File: src/rtl/uart_tx_if.sv
// uart_tx_if: word handshake into the UART transmitter.
// The producer drives word and request; the transmitter returns ready.
interface uart_tx_if;
  logic [7:0] d_in_tx;
  logic       tx_start;
  logic       tx_ready;

  modport master (
    output d_in_tx,
    output tx_start,
    input  tx_ready
  );

  modport slave (
    input  d_in_tx,
    input  tx_start,
    output tx_ready
  );
endinterface

File: src/rtl/uart_tx.sv
// uart_tx: 8N1/8E1 serialiser with one-word holding buffer.
// Bit timing is taken from the shared baud enable bclk_tx.
module uart_tx #(
  parameter int PARITY_EN = 1,
  parameter int STOP_BITS = 1
) (
  input  logic     clk,
  input  logic     reset,
  input  logic     bclk_tx,
  uart_tx_if.slave bus,
  output logic     tx,
  output logic     tx_busy,
  output logic     tx_done
);

  typedef enum logic [2:0] {
    IDLE,
    START,
    DATA,
    PARITY,
    STOP
  } state_t;

  localparam logic STOP_LAST = 1'(STOP_BITS - 1);

  state_t     state;
  logic [7:0] hold_q;
  logic       hold_valid;
  logic [7:0] shift_q;
  logic [2:0] cnt_q;
  logic       stop_q;
  logic       par_q;

  logic accept;
  logic xfer;
  logic stop_last;

  assign bus.tx_ready = !hold_valid;
  assign accept       = bus.tx_start && !hold_valid;
  assign stop_last    = (stop_q == STOP_LAST);

  // buffer moves to the shift register at a frame boundary tick
  assign xfer = bclk_tx && hold_valid &&
                ((state == IDLE) ||
                 (state == STOP && stop_last));

  // holding buffer: accept when empty, release on transfer
  always_ff @(posedge clk or posedge reset) begin
    if (reset) begin
      hold_q     <= '0;
      hold_valid <= 1'b0;
    end else if (accept) begin
      hold_q     <= bus.d_in_tx;
      hold_valid <= 1'b1;
    end else if (xfer) begin
      hold_valid <= 1'b0;
    end
  end

  // frame sequencer; every output is registered and moves on ticks
  always_ff @(posedge clk or posedge reset) begin
    if (reset) begin
      state   <= IDLE;
      shift_q <= '0;
      cnt_q   <= '0;
      stop_q  <= 1'b0;
      par_q   <= 1'b0;
      tx      <= 1'b1;
      tx_busy <= 1'b0;
      tx_done <= 1'b0;
    end else begin
      tx_done <= 1'b0;
      if (bclk_tx) begin
        unique case (state)
          IDLE: begin
            if (hold_valid) begin
              shift_q <= hold_q;
              par_q   <= ^hold_q;
              tx      <= 1'b0;
              tx_busy <= 1'b1;
              state   <= START;
            end
          end
          START: begin
            tx      <= shift_q[0];
            shift_q <= {1'b0, shift_q[7:1]};
            cnt_q   <= '0;
            state   <= DATA;
          end
          DATA: begin
            if (cnt_q != 3'd7) begin
              tx      <= shift_q[0];
              shift_q <= {1'b0, shift_q[7:1]};
              cnt_q   <= cnt_q + 3'd1;
            end else if (PARITY_EN != 0) begin
              tx    <= par_q;
              state <= PARITY;
            end else begin
              tx     <= 1'b1;
              stop_q <= 1'b0;
              state  <= STOP;
            end
          end
          PARITY: begin
            tx     <= 1'b1;
            stop_q <= 1'b0;
            state  <= STOP;
          end
          STOP: begin
            if (!stop_last) begin
              stop_q <= stop_q + 1'b1;
            end else begin
              tx_done <= 1'b1;
              if (hold_valid) begin
                shift_q <= hold_q;
                par_q   <= ^hold_q;
                tx      <= 1'b0;
                state   <= START;
              end else begin
                tx_busy <= 1'b0;
                state   <= IDLE;
              end
            end
          end
          default: begin
            tx      <= 1'b1;
            tx_busy <= 1'b0;
            state   <= IDLE;
          end
        endcase
      end
    end
  end

endmodule

File: src/flat_wrapper.sv
// flat-port wrapper written by rule: the top's interface ports become plain ports
module uart_tx_flat 
#(
  parameter int PARITY_EN = 1,
  parameter int STOP_BITS = 1
)
  (clk, reset, bclk_tx, tx, tx_busy, tx_done, bus_d_in_tx, bus_tx_start, bus_tx_ready);
  uart_tx_if bus_i ();
  input  logic clk;
  input  logic reset;
  input  logic bclk_tx;
  output logic tx;
  output logic tx_busy;
  output logic tx_done;
  input wire logic [$bits(bus_i.d_in_tx)-1:0] bus_d_in_tx;
  input wire logic [$bits(bus_i.tx_start)-1:0] bus_tx_start;
  output wire logic [$bits(bus_i.tx_ready)-1:0] bus_tx_ready;
  assign bus_i.d_in_tx = bus_d_in_tx;
  assign bus_i.tx_start = bus_tx_start;
  assign bus_tx_ready = bus_i.tx_ready;
  uart_tx #(.PARITY_EN(PARITY_EN), .STOP_BITS(STOP_BITS)) u_core (.clk(clk), .reset(reset), .bclk_tx(bclk_tx), .bus(bus_i), .tx(tx), .tx_busy(tx_busy), .tx_done(tx_done));
endmodule
File: config.mk
export PLATFORM = sky130hd
export DESIGN_NAME = uart_tx_flat
export DESIGN_NICKNAME = d
export VERILOG_FILES = /design/src/rtl/uart_tx_if.sv /design/src/rtl/uart_tx.sv /design/src/flat_wrapper.sv
export SDC_FILE = /design/constraint.sdc
export NUM_CORES = 1
export LEC_CHECK = 0
export BUFFER_PORTS_ARGS = -buffer_cell sky130_fd_sc_hd__buf_2
export CAP_MARGIN = 20
export CORE_ASPECT_RATIO = 0.75
export CORE_MARGIN = 2
export CORE_UTILIZATION = 30
export CTS_BUF_LIST = sky130_fd_sc_hd__clkbuf_8
export DETAILED_ROUTE_END_ITERATION = 10
export GPL_TIMING_DRIVEN = 0
export PLACE_DENSITY_LB_ADDON = 0.25
export SYNTH_ARGS = -nofsm -noshare
export SYNTH_HDL_FRONTEND = slang
export SYNTH_SLANG_ARGS = --single-unit
File: constraint.sdc
create_clock -name clk -period 1.9 [get_ports clk]
set_input_delay 0.19 -clock clk [delete_from_list [all_inputs] [get_ports clk]]
set_output_delay 0.19 -clock clk [all_outputs]
set_load 0.01 [all_outputs]
Word level (Yosys, flattened, before mapping)
Index checks and enable logic that the tools add are counted.

Bitwise logic cells: 2. Reductions and logical operators: 21. $add $sub $neg: 2. Multiplexer cells: 29. Eq/ne operators: 10.

Operator list (number): $pmux W8 S4 (1); $mux W8 (3); $mux W1 (15); $pmux W3 S5 (1); $mux W3 (4); $reduce_and A4 Y1 (2); $reduce_bool A2 Y1 (4); $reduce_xor A8 Y1 (1); $eq A3 B2 Y1 const B (2); $ne A2 B2 Y1 const B (3); $pmux W3 S2 (1); $reduce_and A3 Y1 (2); $reduce_and A5 Y1 (1); $logic_and A1 B1 Y1 (4); $ne A2 B1 Y1 const B (2); $pmux W1 S2 (2); $pmux W1 S4 (1); $reduce_and A2 Y1 (2); $reduce_bool A4 Y1 (1); $add A3 B1 Y3 const B (1); $eq A3 B1 Y1 const B (1); $eq A3 B3 Y1 const B (1); $logic_not A3 Y1 (1); $ne A3 B3 Y1 const B (1); other kinds (6) (7).

Bits in registers: 28.

Longest topological paths before layout
Gate-level depths: netlist of the first run.

Word-level depth: 6. Depth in mapped cells: 7.

Worst setup path after synthesis of the first run
OpenSTA, ideal clock, no wires.

Path kind: register -> register. Start point: reg u_core.cnt_q[0]. End point: reg u_core.shift_q[2]. Arrival: 1.507 ns. Period minus slack after synthesis: 1.640 ns. Slack: 0.260 ns. Stages on the path, launching flop included: 8. Path buffers: 1. Cells stage by stage: dfrtp_1 -> ha_1 -> ha_1 -> nor4b_2 -> o31ai_4 -> buf_6 -> nand2_1 -> o21ai_1.

Longest elaborated chain between the ends: 3.

Ends and longest elaborated chain: from (decl) (line uart_tx.sv:30) `logic [2:0] cnt_q;`; from (signal assigned) (line uart_tx.sv:94) `cnt_q <= cnt_q + 3'd1;`; $ne A3 B3 Y1 (line uart_tx.sv:91) `if (cnt_q != 3'd7) begin`; $ne A2 B1 Y1 (no source line); $reduce_and A4 Y1 (no source line); to (signal assigned) (line uart_tx.sv:86) `shift_q <= {1'b0, shift_q[7:1]};`; to (signal assigned) (line uart_tx.sv:93) `shift_q <= {1'b0, shift_q[7:1]};`; to (signal assigned) (line uart_tx.sv:115) `shift_q <= hold_q;`; to (decl) (line uart_tx.sv:29) `logic [7:0] shift_q;`.

Every way passes these cells. A chain may end at the register's enable or synchronous reset.

Worst setup path in the final report of the first run
Start point: reg u_core.cnt_q[0]. End point: reg u_core.shift_q[5].

Same word-level chain as after synthesis.

==> results of run 1 <==
==> power breakdown <==
group          switching, W  internal [W]  total (W)
Sequential         0.000227      0.000847    0.00107
Combinational      0.000733      0.000772    0.00151
Clock              0.000183      0.000145   0.000329
Total               0.00114       0.00176    0.00291
==> metrics by stage <==
stage / power, W / instance area (µm²) / worst slack, ps / util
2_1_floorplan: 0.002271 / 1370 / 259.7 / -
3_3_place_gp: 0.002530 / 1516 / 139.4 / 0.3435
3_5_place_dp: 0.002575 / 1516 / 97.64 / 0.3435
4_1_cts: 0.002912 / 1562 / 71.00 / 0.3537
5_1_grt: 0.003158 / 1598 / 2.979 / 0.3620
6_report: 0.002907 / 1598 / 148.3 / 0.3620
==> logic make-up after synthesis <==
| logic type | after synthesis | synth area share |
|---|---|---|
| flops | 27 | 0.4941 |
| simple gates | 27 | 0.1160 |
| fa+ha+maj | 2 | 0.01826 |
| compound gates | 27 | 0.1416 |
| xor+xnor | 8 | 0.05114 |
| buf+inv | 10 | 0.03835 |
| mux | 18 | 0.1406 |
==> layout make-up <==
type,count,area [µm²]
clock buffers,3,41.29
repair buffers,16,102.6
plain buffers,6,37.54
multi-input cells,82,649.4
fillers,460,2816
inverters,4,15.01
clock inverters,1,3.754
flip-flops and latches,27,676.9
well taps,57,71.32
==> metal layers <==
layer  routed length [µm]  track usage
met1                 1334       0.1676
met2                 1119       0.1565
met3                   80      0.01590
met4                   64      0.05625
met5                    0            0
==> placed cells by master (no fill, tap or decap), types with 3 or more instances in the layout <==
cell type	Yosys	layout
nor2_1	4	4
o21ai_0	4	4
nor2b_1	4	4
a22o_1	5	5
inv_1	4	5
o21ai_1	6	6
mux2_2	10	10
buf_2	3	18
a21oi_1	3	3
dfrtp_1	26	26
mux2i_1	8	8
nand2_1	11	11
xnor2_1	8	8
clkbuf_8	0	3
==> worst paths after layout <==
path | to | slack (ps) | cells past startpoint
min in group clk | u_core.hold_q[6] | 140 | 2
setup / recovery | u_core.shift_q[5] | 150 | 7
hold / removal | u_core.shift_q[0] | -40 | 2
hold reg to reg | u_core.shift_q[4] | 500 | 2
setup reg to reg | u_core.shift_q[5] | 150 | 7
max in group asynchronous | u_core.hold_q[7] | 1470 | 3
==> state kept, by name, summed over array words and instances (netlist names) <==
signal and count:
u_core.tx_done 1, u_core.tx 1, u_core.hold_valid 1, u_core.state 3, u_core.hold_q 8, u_core.tx_busy 1
u_core.par_q 1, u_core.shift_q 8, u_core.cnt_q 3
==> metrics.cfg, run 1 <==
[setup_path]
required_ps = 2060
cp_slowest_cell = dfrtp_1
slowest_delay_ps = 410
path_common_cell = ha_1
worst-path-buf-inv = 1
r2r-start = u_core.cnt_q[0]
cp-start-kind = flop
critPathTopFamily = adder cells
worstSetupPathType = flop to flop
cp.arrival_ps = 1910
critPathMaxFanout = 10
crit_path_cell_trace = ha_1 > ha_1 > nor4b_4 > o31ai_4 > buf_6 > nand2_1 > o21ai_1
startpoint = u_core.cnt_q[0]
cp-end-kind = flop

[finish]
drive_gt1_frac = 0.3022
areaGrowthSynthToFinish_pct = 16.62
antenna_cells = 0
nNetsFinal = 154
instances_no_fill = 196

[die]
dieHeight_um = 62.53
core_um2 = 4414
io_pins = 16
dieArea_um2 = 5129
initial_core_util = 0.3104
fp.dieW_um = 82.04
num_rows = 21

[placement]
dp_hpwl_um = 1854
place.gp.congestion = 0.7829
portBuffers = 15
post-place-cells = 191

[sta]
holdWs_ps = -41.65
relSlewSlack = 0.6089
rsz0062_at_grt = false
fmax_mhz = 570.9
fin_worst_skew_ps = 1.501
final.min_clock_period_ps = 1752
fin_setup_tns_ps = 0
slew_violations = 0
period_share = 0.9219
worst_pin_slew_ps = 586.1
setup_viol = 0
final-hold-violation-count = 11

[grt]
grt.overflow.total = 0
grt_usage = 0.1122
antenna_found_initial = 0
grt_max_degree = 28
grt_pass1_vias = 962
grt_pass1_wl_um = 4471

[yosys]
synth_most_common_cell = dfrtp_1
yosys-top-cells-count = dfrtp_1 (26), nand2_1 (11), mux2_2 (10)
syn_avg_cell_area_um2 = 11.51
ys_types = 34
syn_nets = 133
synth_edf_count = 0
synth_cells = 119
synthFlopType = dfrtp_1
synth_top_area_share = 0.4749
yosysTopAreaCell = dfrtp_1
synthArstFlopShare = 1.000
synth_seq_cells = 27
yosysSeqAreaShare = 0.4941
ys_top_cells_by_area = dfrtp_1 (47%), mux2_2 (8.2%), mux2i_1 (5.8%), xnor2_1 (5.1%), a22o_1 (3.2%)
synth-warning-count = 0
netlist_area_um2 = 1370

[routing]
vias_per_cell = 4.837
wl_um = 2599
first_pass_iters = 4
remaining_drc_errors = 0
wire_per_inst_um = 13.26
dr_total_vias = 948
drtIter0Drc = 53
postRouteAntennaNets = 0

[status]
status = finished, violations left
violations = negative hold slack

[power]
power_leakage_nw = 0.7090
ir_drop_uv = 622.5
powerDensity_nw_per_um2 = 1820

[run]
drv_cap = 0

[clock_network]
htree_levels = 1
clkLatencyLatePin_ps = 280
clkTransAtPathRegs_ps = 90
numCtsBuffers = 3
clockRootBuffer = clkbuf_8
cts_setup_buffers = 0
ctsHoldBuffers = 0
cts_resized = 0
cts_tree = done
cts.sinks = 27
ctsLongestPathBuffers = 2

[worst_hold_path]
hold_path.class = input pin to async pin

No activity file was read; power rests on OpenSTA's default activity.
==> inputs of run 2 (changes only) <==
- GPL_TIMING_DRIVEN: 0 -> default
==> metrics.cfg, run 2 (same netlist as run 1, synthesis figures left out) <==
[grt]
grt_max_degree = 28  ; unchanged
grt.overflow.total = 0  ; unchanged
grt_usage = 0.1142  ; +0.001998
antenna_found_initial = 0  ; unchanged
grt_pass1_wl_um = 4560  ; +2.0%
grt_pass1_vias = 937  ; -2.6%

[setup_path]
r2r_slack_ps = 150  ; about the same
cp-start-kind = flop
r2r_end = u_core.shift_q[5]
critPathMaxFanout = 16  ; +6
cp-end-kind = flop
worstSetupPathType = flop to flop
cp.arrival_ps = 1910  ; about the same
reg2regPathDepth = 7  ; unchanged
r2r-start = u_core.cnt_q[0]
required_ps = 2060  ; about the same

[sta]
fin_setup_tns_ps = 0  ; unchanged
worst_pin_slew_ps = 510.5  ; -75.58 ps
period_share = 0.9225  ; about the same
slew_violations = 0  ; unchanged
rsz0062_at_grt = false
fmax_mhz = 570.5  ; about the same
setup_viol = 0  ; unchanged
relSlewSlack = 0.6597  ; +0.05082
final.min_clock_period_ps = 1753  ; +1.041 ps
final-hold-violation-count = 0  ; -11
fin_worst_skew_ps = 3.213  ; +1.712 ps

[finish]
areaGrowthSynthToFinish_pct = 14.79
antenna_cells = 0  ; unchanged
final_common_cell = dfrtp_1
final_cell_mix = dfrtp_1 (26), buf_2 (15), nand2_1 (11), mux2_2 (10)
drive_gt1_frac = 0.3043  ; +0.002190
stdcell_area_um2 = 1573  ; -1.6%
instances_no_fill = 195  ; -0.51%
nNetsFinal = 153  ; -0.65%
largestRegisters = u_core.hold_q x8, u_core.shift_q x8

[worst_hold_path]
min_to = u_core.hold_q[1]
min_path_cells = 2
worstHoldStart = bus_d_in_tx[1]
hold_path.class = input pin to flop

[routing]
drtIter0Drc = 76  ; +43%
vias_per_cell = 4.718  ; -2.5%
dr_total_vias = 920  ; -3.0%
first_pass_iters = 4  ; unchanged
remaining_drc_errors = 0  ; unchanged
wl_um = 2457  ; -5.5%
wire_per_inst_um = 12.60  ; -5.0%
postRouteAntennaNets = 0  ; unchanged

[run]
drv_cap = 0  ; unchanged

[power]
powerDensity_nw_per_um2 = 1819  ; about the same
p_int_w = 0.001742  ; -1.2%
p_clk_frac = 0.111  ; -0.002
power_leakage_nw = 0.6922  ; -2.4%
power_frac_seq = 0.389  ; +0.020
ir_drop_uv = 583.7  ; -6.2%
switching_share = 0.3910  ; -0.002292
p_switching_w = 0.001118  ; -2.2%
pwr-share-comb = 0.499  ; -0.019
power_w = 0.002861  ; -1.6%

[clock_network]
clkTransAtPathRegs_ps = 90  ; about the same
ctsLongestPathBuffers = 2  ; unchanged
ctsHoldBuffers = 1  ; +1
cts_setup_buffers = 0  ; unchanged
cts_tree = done
clkLatencyLatePin_ps = 270  ; about the same
htree_levels = 1  ; unchanged
numCtsBuffers = 3  ; unchanged
cts.sinks = 27  ; unchanged
clockRootBuffer = clkbuf_8
cts_resized = 0  ; unchanged

[status]
status = complete, no violations

[die]
initial_core_util = 0.3104  ; unchanged
io_pins = 16  ; unchanged
dieArea_um2 = 5129  ; unchanged
fp.dieW_um = 82.04  ; unchanged
dieHeight_um = 62.53  ; unchanged
num_rows = 21  ; unchanged
core_um2 = 4414  ; unchanged

[placement]
placed_area_um2 = 1516  ; unchanged
portBuffers = 15  ; unchanged
dp_hpwl_um = 1890  ; +2.0%
place.gp.congestion = 0.7844  ; +0.19%
post-place-cells = 190  ; -0.52%

run 2: cell types whose count changed in the layout (fill, tap and decap cells not counted), sizes merged:
cell	change
buf	-1
clkinv	+1
inv	-1
dlygate4sd3	+1
clkbuf	-1
run 2: worst max path at each step:
stage                          from                end  slack [ps]  depth (start not counted)
floorplan           u_core.cnt_q[0]  u_core.shift_q[2]         260                          7
global placement    u_core.cnt_q[0]  u_core.shift_q[1]         200                          7
detailed placement  u_core.cnt_q[0]  u_core.shift_q[3]         140                          7
CTS                 u_core.cnt_q[0]  u_core.shift_q[4]         130                          7
global route        u_core.cnt_q[0]  u_core.shift_q[4]          30                          7
finish              u_core.cnt_q[0]  u_core.shift_q[5]         150                          7
run 2: metrics by stage:
step	setup slack, ps	utilization	hold WS, ps
finish	147.3	0.3563	144.3
floorplan	259.7	-	242.0
global route	26.46	0.3563	126.4
CTS	131.0	0.3563	133.6
detailed placement	142.8	0.3435	272.0
global placement	201.1	0.3435	273.9
run 2: critical path, stage by stage (launching register included):
cell     delay (ps)
dfrtp_1         410
ha_1            210
ha_1            250
nor4b_2         330
o31ai_4         100
buf_4           200
nand2_1          80
o21ai_1          60
run 2: cell type report:
cell class              count  area [µm²]
clock buffers               3       41.29
clock inverters             1       5.005
repair buffers             21       122.6
well taps                  57       71.32
multi-input cells          82       640.6
fillers                   458        2841
inverters                   4       15.01
flip-flops and latches     27       676.9
run 2: metal layers:
layer / GRT usage / wire length [µm] / part of all wire / up-vias
li1: - / - / - / 460
met2: 0.1636 / 1092 / 0.44 / 16
met1: 0.1717 / 1279 / 0.52 / 442
met3: 0.02601 / 57 / 0.023 / 2
met5: 0 / 0 / 0 / -
met4: 0.03125 / 27 / 0.011 / 0
run 2: power by group through the flow:
| stage | Combinational [W] | Clock (W) | Sequential [W] |
|---|---|---|---|
| 2_1_floorplan | 0.00124 | 0 | 0.00103 |
| 3_3_place_gp | 0.00141 | 0 | 0.00112 |
| 3_5_place_dp | 0.00145 | 0 | 0.00113 |
| 4_1_cts | 0.00145 | 0.000340 | 0.00112 |
| 5_1_grt | 0.00160 | 0.000365 | 0.00117 |
| 6_report | 0.00143 | 0.000319 | 0.00111 |
==> inputs of run 3 (changes only) <==
- CORE_ASPECT_RATIO: 0.75 -> 1.75
- REMOVE_ABC_BUFFERS: default -> 1
==> metrics.cfg, run 3 (same netlist as run 1, synthesis figures left out) <==
[setup_path]
slowest_delay_ps = 420  ; about the same
path_common_cell = ha_1
cp-start-kind = flop
cp-end-kind = flop
cp_slowest_cell = dfrtp_1
cp.arrival_ps = 1920  ; about the same
crit_path_cell_trace = ha_1 > ha_1 > nor4b_2 > o31ai_4 > buf_4 > nand2_1 > o21ai_1
critPathMaxFanout = 16  ; unchanged
required_ps = 2060  ; about the same
worstSetupPathType = flop to flop

[die]
dieHeight_um = 93.40  ; +49%
io_pins = 16  ; unchanged
initial_core_util = 0.3111  ; +0.0007054
dieArea_um2 = 5145  ; +0.30%
fp.dieW_um = 55.09  ; -33%
num_rows = 32  ; +52%
core_um2 = 4404  ; -0.23%

[status]
status = complete, no violations

[finish]
final_common_cell = dfrtp_1
nNetsFinal = 153  ; unchanged
drive_gt1_frac = 0.2971  ; -0.007246
fin_util = 0.3551  ; -0.001179
fillers = 462  ; +0.87%
areaGrowthSynthToFinish_pct = 14.16
stdcell_area_um2 = 1564  ; -0.56%
final_cell_mix = dfrtp_1 (26), buf_2 (15), nand2_1 (11), mux2_2 (10)
antenna_cells = 0  ; unchanged
largestRegisters = u_core.hold_q x8, u_core.shift_q x8

[power]
pwr-share-comb = 0.496  ; -0.003
ir_drop_uv = 852.7  ; +46%
power_leakage_nw = 0.6936  ; +0.20%
powerDensity_nw_per_um2 = 1822  ; +0.18%
p_int_w = 0.001739  ; -0.21%
p_clk_frac = 0.113  ; +0.002
power_w = 0.002850  ; -0.38%
switching_share = 0.3899  ; -0.001061
p_switching_w = 0.001111  ; -0.65%
power_frac_seq = 0.391  ; +0.002

[run]
drv_cap = 0  ; unchanged

[sta]
fin_setup_tns_ps = 0  ; unchanged
final-hold-violation-count = 0  ; unchanged
worst_pin_slew_ps = 494.9  ; -15.63 ps
fmax_mhz = 569.2  ; -0.23%
setup_viol = 0  ; unchanged
slew_violations = 0  ; unchanged
period_share = 0.9246  ; +0.002154
layout_setup_ws_ps = 143.2  ; -4.093 ps
fin_worst_skew_ps = 2.195  ; -1.018 ps
relSlewSlack = 0.6701  ; +0.01042
rsz0062_at_grt = false
final.min_clock_period_ps = 1757  ; +4.093 ps

[clock_network]
clkLatencyLatePin_ps = 270  ; about the same
numCtsBuffers = 3  ; unchanged
ctsHoldBuffers = 1  ; unchanged
clockRootBuffer = clkbuf_8
cts_setup_buffers = 0  ; unchanged
cts_resized = 0  ; unchanged
ctsLongestPathBuffers = 2  ; unchanged
cts_tree = done
cts.sinks = 27  ; unchanged
clkTransAtPathRegs_ps = 90  ; about the same
htree_levels = 1  ; unchanged

[routing]
dr_total_vias = 906  ; -1.5%
postRouteAntennaNets = 0  ; unchanged
wl_um = 2544  ; +3.5%
first_pass_iters = 4  ; unchanged
wire_per_inst_um = 13.46  ; +6.8%
remaining_drc_errors = 0  ; unchanged
vias_per_cell = 4.794  ; +1.6%
drtIter0Drc = 12  ; -84%

[grt]
grt_pass1_vias = 960  ; +2.5%
grt_max_degree = 28  ; unchanged
antenna_found_initial = 0  ; unchanged
grt_usage = 0.1191  ; +0.004902
grt.overflow.total = 0  ; unchanged
grt_pass1_wl_um = 4464  ; -2.1%

[placement]
placed_area_um2 = 1509  ; -0.49%
dp_hpwl_um = 1958  ; +3.6%
place.gp.congestion = 0.7271  ; -7.3%
pre_cts_ws_ps = 151.1  ; +8.326 ps
portBuffers = 15  ; unchanged

[worst_hold_path]
hold_path.class = input pin to flop

[run 3: power by group through the flow]
stage	Sequential, W	Combinational (W)	Clock, W
after CTS	0.00112	0.00145	0.000338
after global routing	0.00117	0.00159	0.000361
after floorplan	0.00108	0.00112	0
after detailed placement	0.00114	0.00143	0
after global placement	0.00113	0.00140	0
final	0.00111	0.00141	0.000323
[run 3: final timing paths]
| path | cells past startpoint | slack [ps] | to | from |
|---|---|---|---|---|
| worst min-delay path | 3 | 140 | u_core.hold_valid | bus_tx_start |
| worst max-delay path | 7 | 140 | u_core.shift_q[5] | u_core.cnt_q[0] |
| worst max register to register | 7 | 140 | u_core.shift_q[5] | u_core.cnt_q[0] |
| min in group asynchronous | 4 | 510 | u_core.cnt_q[2] | reset |
| max in group asynchronous | 4 | 1090 | u_core.tx | reset |
| worst min register to register | 2 | 490 | u_core.shift_q[1] | u_core.shift_q[1] |
[run 3: metal layers]
| layer | part of all wire | global-route usage | routed length, µm | vias up |
|---|---|---|---|---|
| li1 | - | - | - | 457 |
| met1 | 0.40 | 0.1433 | 1023 | 430 |
| met2 | 0.55 | 0.2044 | 1392 | 14 |
| met3 | 0.030 | 0.01438 | 76 | 5 |
| met4 | 0.020 | 0.04878 | 51 | 0 |
| met5 | 0 | 0 | 0 | - |
[run 3: worst max-delay path, delay by kind of cell (launching register included)]
family	cells	cell delay [ps]
AOI/OAI and AO/OA	2	160
buffers and inverters	1	200
and+or+nand+nor	2	410
adders and majority gates	2	460
DFF	1	420
[run 3: layout make-up]
cell class                 instances  area [µm²]  area share
clock inverter                     1       3.754    0.002400
sequential                        27       676.9      0.4328
inverter                           4       15.01    0.009600
multi-input combinational         82       640.6      0.4096
timing repair buffer              21       122.6     0.07840
clock buffer                       3       41.29     0.02640
tap                               51       63.81     0.04080
[run 3: metrics by stage]
stage	std cells	hold WS, ps
5_1_grt	189	135.4
3_5_place_dp	184	271.4
4_1_cts	189	133.6
6_report	189	139.3
2_1_floorplan	113	242.0
3_3_place_gp	184	268.4
